[src/rtl/shift_req_stage.sv]
// Operand-feed / result-capture stage around the combinational SHIFT32 barrel shifter.
// Requests queue in a small FIFO; the head drives the shifter, and results return over valid/ready.
module shift_req_stage #(
  parameter int DEPTH = 2,
  parameter int CNT_W = 16
) (
  input  logic             CLK,
  input  logic             RST,
  input  logic             REQ_VALID,
  output logic             REQ_READY,
  input  logic [31:0]      REQ_DATA,
  input  logic [31:0]      REQ_AMT,
  input  logic             REQ_LNR,
  output logic [31:0]      SH_D,
  output logic [31:0]      SH_S,
  output logic             SH_LNR,
  input  logic [31:0]      SH_Y,
  output logic             RSP_VALID,
  input  logic             RSP_READY,
  output logic [31:0]      RSP_DATA,
  output logic             RSP_ZERO,
  output logic [CNT_W-1:0] OP_COUNT
);
  localparam int AW = (DEPTH > 1) ? $clog2(DEPTH) : 1;

  typedef struct packed {
    logic [31:0] data;
    logic [31:0] amt;
    logic        lnr;
  } req_t;

  req_t          mem [DEPTH];
  req_t          head;
  logic [AW-1:0] rd_ptr, wr_ptr;
  logic [AW:0]   count;
  logic          full, push, issue;

  assign full      = (count == (AW+1)'(DEPTH));
  assign REQ_READY = !full;
  assign push      = REQ_VALID && !full;
  assign issue     = (count != '0) && (!RSP_VALID || RSP_READY);

  // Popped slots are cleared, so an empty queue presents zeros to the shifter
  // without any gating between the storage registers and SH_*.
  assign head   = mem[rd_ptr];
  assign SH_D   = head.data;
  assign SH_S   = head.amt;
  assign SH_LNR = head.lnr;

  always_ff @(posedge CLK or posedge RST) begin
    if (RST) begin
      for (int i = 0; i < DEPTH; i++) mem[i] <= '0;
      rd_ptr <= '0;
      wr_ptr <= '0;
      count  <= '0;
    end else begin
      // push and issue together imply 0 < count < DEPTH, so wr_ptr != rd_ptr
      if (push) begin
        mem[wr_ptr] <= {REQ_DATA, REQ_AMT, REQ_LNR};
        wr_ptr      <= wr_ptr + AW'(1);
      end
      if (issue) begin
        mem[rd_ptr] <= '0;
        rd_ptr      <= rd_ptr + AW'(1);
      end
      case ({push, issue})
        2'b10:   count <= count + (AW+1)'(1);
        2'b01:   count <= count - (AW+1)'(1);
        default: count <= count;
      endcase
    end
  end

  always_ff @(posedge CLK or posedge RST) begin
    if (RST) begin
      RSP_VALID <= 1'b0;
      RSP_DATA  <= '0;
      RSP_ZERO  <= 1'b0;
      OP_COUNT  <= '0;
    end else begin
      if (issue) begin
        RSP_DATA  <= SH_Y;
        RSP_ZERO  <= (SH_Y == '0);
        RSP_VALID <= 1'b1;
      end else if (RSP_READY) begin
        RSP_VALID <= 1'b0;
      end
      if (RSP_VALID && RSP_READY) OP_COUNT <= OP_COUNT + CNT_W'(1);
    end
  end

endmodule

[config.mk]
export PLATFORM = sky130hd
export DESIGN_NAME = shift_req_stage
export DESIGN_NICKNAME = d
export VERILOG_FILES = /design/src/rtl/shift_req_stage.sv
export SDC_FILE = /design/constraint.sdc
export NUM_CORES = 1
export LEC_CHECK = 0
export ABC_AREA = 1
export CAP_MARGIN = 20
export CORE_ASPECT_RATIO = 1.75
export CORE_MARGIN = 4
export CORE_UTILIZATION = 45
export DETAILED_ROUTE_END_ITERATION = 6
export GPL_ROUTABILITY_DRIVEN = 1
export PLACE_DENSITY = 0.85
export SYNTH_ARGS = -nofsm -noshare
export SYNTH_HDL_FRONTEND = slang
export SYNTH_SLANG_ARGS = --single-unit
[constraint.sdc]
create_clock -name CLK -period 7.1 [get_ports CLK]
set_clock_uncertainty 0.05 [all_clocks]
set_input_delay 2.13 -clock CLK [delete_from_list [all_inputs] [get_ports CLK]]
set_output_delay 2.13 -clock CLK [all_outputs]
set_load 0.005 [all_outputs]
==> results by group <==
Outcome
  • Outcome: complete, no violations

Finish
  • Filler cells: about 1,800
  • # nets final: around 1,600
  • Layout cell share with drive strength beyond 1: between 3 and 4%
  • # diodes: 0
  • Fin cells: about 1,700
  • Area Overhead vs Synth: 30.7%
  • Sequential Area: ~4600 um2
  • Area of the multi-input gates: roughly 3500 um2
  • Commonest non-fill, non-tap cell in the layout: nand2_1
  • Most frequent cells in the layout: nand2_1 (387), nor2_1 (297), clkdlybuf4s50_1 (216)

CTS
  • Worst skew pair latency: 430 ps
  • CTS clock-pin slew for the worst setup and hold paths: ~70 ps
  • H-tree levels: 4
  • CTS tree: built
  • Post-CTS Setup Inserts: 0
  • Cts bufs inserted: 17
  • Cts hold-fix bufs: 0
  • Clk sinks: about 180
  • Max clock buf depth: 2
  • Root Buffer Master: clkbuf_16
  • Post-CTS sizing: 0

Floorplanning
  • I/O pins: 217
  • Die W: between 100 and 150 um
  • Initial Util: ~46%
  • Die Span Y: approximately 200 um
  • CORE AREA: 19,700 um2
  • FP Rows: between 60 and 70
  • DIE AREA: approximately 23,000 um2

Timing
  • Final period util: 69.1%
  • Max Slew Vio Count: 0
  • Tmin final: between 4000 and 5000 ps
  • Relative slew margins: 32.0%
  • Peak Freq: roughly 0.2 GHz
  • Worst-margin pin slew: approximately 1000 ps
  • Endpoints failing setup: 0
  • RSZ-0062 raised after global routing: no
  • Setup_tns: 0 ps
  • Final Hold Fails: 0

Synth
  • Seq/Total Area, Yosys: between 50 and 60%
  • Post-Syn Instances: between 1,000 and 1,500
  • Yosys warning count: 0
  • Syn Area/Cell: slightly above 7 um2
  • Seq cells post-synth: roughly 180
  • Cell area after synthesis: around 9100 um2
  • Synthesized Nets: around 1,400
  • Synth unique cells: 22

Setup path
  • Type of origin of the critical path: register
  • R2r startpoint: rd_ptr$_DFFE_PP0N_
  • CP Max Fanout: between 90 and 100
  • FF-to-FF setup slack: approximately 4500 ps
  • Critical path class: reg2out
  • CP startpoint: rd_ptr$_DFFE_PP0N_
  • Buf+Inv Stages, Crit Path: 2
  • Max incr delay on CP: 1000 ps
  • Crit. End Element: primary output
  • CP max stage cell: dfrtp_4
  • Critical path's top delay family: buffers and inverters
  • CP cell instances: buf_4 > nand2_1 > o21ai_0 > clkdlybuf4s50_1
  • CP required: between 4000 and 5000 ps
  • Worst Path Arrival: approximately 2700 ps

Min path
  • Hold_sp: RSP_DATA[16]$_DFFE_PP0N_
  • Worst min path class: reg2reg

Route
  • Initial DRT Pass Iterations: 5
  • Detailed Route Iter0 Violations: around 450
  • Via count: 8,251
  • Vias per cell: 4.84
  • DR WL/cell: approximately 14 um
  • DRC: 0
  • Remaining antenna violation count: 0
  • Final WL: ~24,000 um

Flow run
  • Max-Cap Viols: 0

Place
  • Hpwl dp: ~16,000 um
  • Placed Cells: 1,674
  • Port bufs: around 220
  • GPL Wtd Cong: about 0.89

Pwr
  • Switching Fraction: between 30% and 40%
  • Sequential share of power: 34.6%
  • Worst-case vdd ir drop: 235 uV
  • Static leakage: approximately 6 nW
  • Clock network fraction of design power: between 15 and 20%
  • PwrDens: between 400 and 500 nW/um2
  • Sw Pwr: around 2.0 mW
  • Logic pwr share: between 40% and 50%
  • Internal: 3.09 mW

Global routing
  • GRT Util Overall: a little over a fifth
  • Vias in the first global route: slightly above 8,000
  • Pin count of the biggest net entering global routing: 103
  • First-pass GRT wire length: 38,900 um
  • Total global routing overflow: 0
  • Initial antenna violation count: 1
## state kept, by name, indices dropped and copies added (netlist names)
register / cells
mem: 130
RSP_DATA: 32
OP_COUNT: 16
count: 2
RSP_VALID: 1
RSP_ZERO: 1
rd_ptr: 1
wr_ptr: 1
## area by class of cell
type                       instances  share of cell area (%)
tap                              245                    2.59
clock inverter                     9                   0.792
timing repair buffer             225                    18.8
clock buffer                      22                    4.00
inverter                         162                    5.17
multi-input combinational        858                    29.7
sequential                       184                    38.9
## cell usage after synthesis
| cell type | n | area [um2] |
|---|---|---|
| nor3_1 | 3 | 15.0 |
| inv_2 | 3 | 11.3 |
| nand2_1 | 388 | 1460 |
| a21oi_4 | 1 | 16.3 |
| nand3b_1 | 3 | 22.5 |
| buf_2 | 19 | 95.1 |
| nand2_2 | 2 | 12.5 |
| inv_1 | 159 | 597 |
| xor2_1 | 7 | 61.3 |
| o21ai_1 | 40 | 200 |
| or2_2 | 1 | 6.26 |
| nand4_1 | 3 | 18.8 |
| ha_1 | 1 | 12.5 |
| o21bai_1 | 1 | 7.51 |
| dfrtp_1 | 184 | 4600 |
| xnor2_1 | 1 | 8.76 |
| nand3_1 | 9 | 45.0 |
| nor2_1 | 297 | 1110 |
| buf_6 | 4 | 45.0 |
| buf_4 | 7 | 52.6 |
| o21ai_0 | 101 | 505 |
| clkbuf_1 | 41 | 154 |
## metrics by stage
step           power [mW]  instance area (um2)  setup slack (ps)  hold WS [ps]  utilization [%]
2_1_floorplan        3.13                 9070              2560           422                -
3_3_place_gp         4.13                11300              2480           412             57.1
3_5_place_dp         4.21                11300              2440           415             57.1
4_1_cts              5.15                11800              2170           433             60.0
5_1_grt              5.55                11800              1990           452             60.0
6_report             5.10                11800              2190           428             60.0
## kinds of logic after synthesis
group                    Yosys count  share of synthesized area (%)
AO/OA/AOI/OAI                    143                           8.05
XOR/XNOR                           8                          0.773
adder cells (fa/ha/maj)            1                          0.138
buffers and inverters            233                           10.5
flip-flops                       184                           50.8
AND/OR/NAND/NOR                  706                           29.7
## final timing paths
path | to | cells past startpoint
worst max-delay path | SH_D[0] | 4
worst min-delay path | RSP_DATA[16]$_DFFE_PP0N_ | 2
worst max register to register | mem[118]$_DFF_PP0_ | 5
worst min register to register | RSP_DATA[16]$_DFFE_PP0N_ | 2
max in group asynchronous | mem[50]$_DFF_PP0_ | 3
min in group asynchronous | mem[14]$_DFF_PP0_ | 2
## power groups by stage
stage | Sequential [mW] | Combinational [mW] | Clock [mW]
after floorplan | 1.67 | 1.46 | 0
after global placement | 1.76 | 2.37 | 0
after detailed placement | 1.78 | 2.43 | 0
after CTS | 1.76 | 2.45 | 0.938
after global routing | 1.82 | 2.75 | 0.977
final | 1.76 | 2.42 | 0.913
## routing by layer
metal | wire, um | part of all wire [%] | up-vias | track usage (%)
met2 | 12400 | 52 | 244 | 36.9
li1 | - | - | 4136 | -
met3 | 1130 | 4.8 | 69 | 4.63
met4 | 1220 | 5.1 | 2 | 12.5
met5 | 12 | 0.051 | - | 0
met1 | 8980 | 38 | 3800 | 24.2
## tightest hold or removal path: cells and delay by family (launching register included)
kind          cells  cell delay [ps]
flops             1              340
simple gates      2              100
No activity file was read; power rests on OpenSTA's default activity.
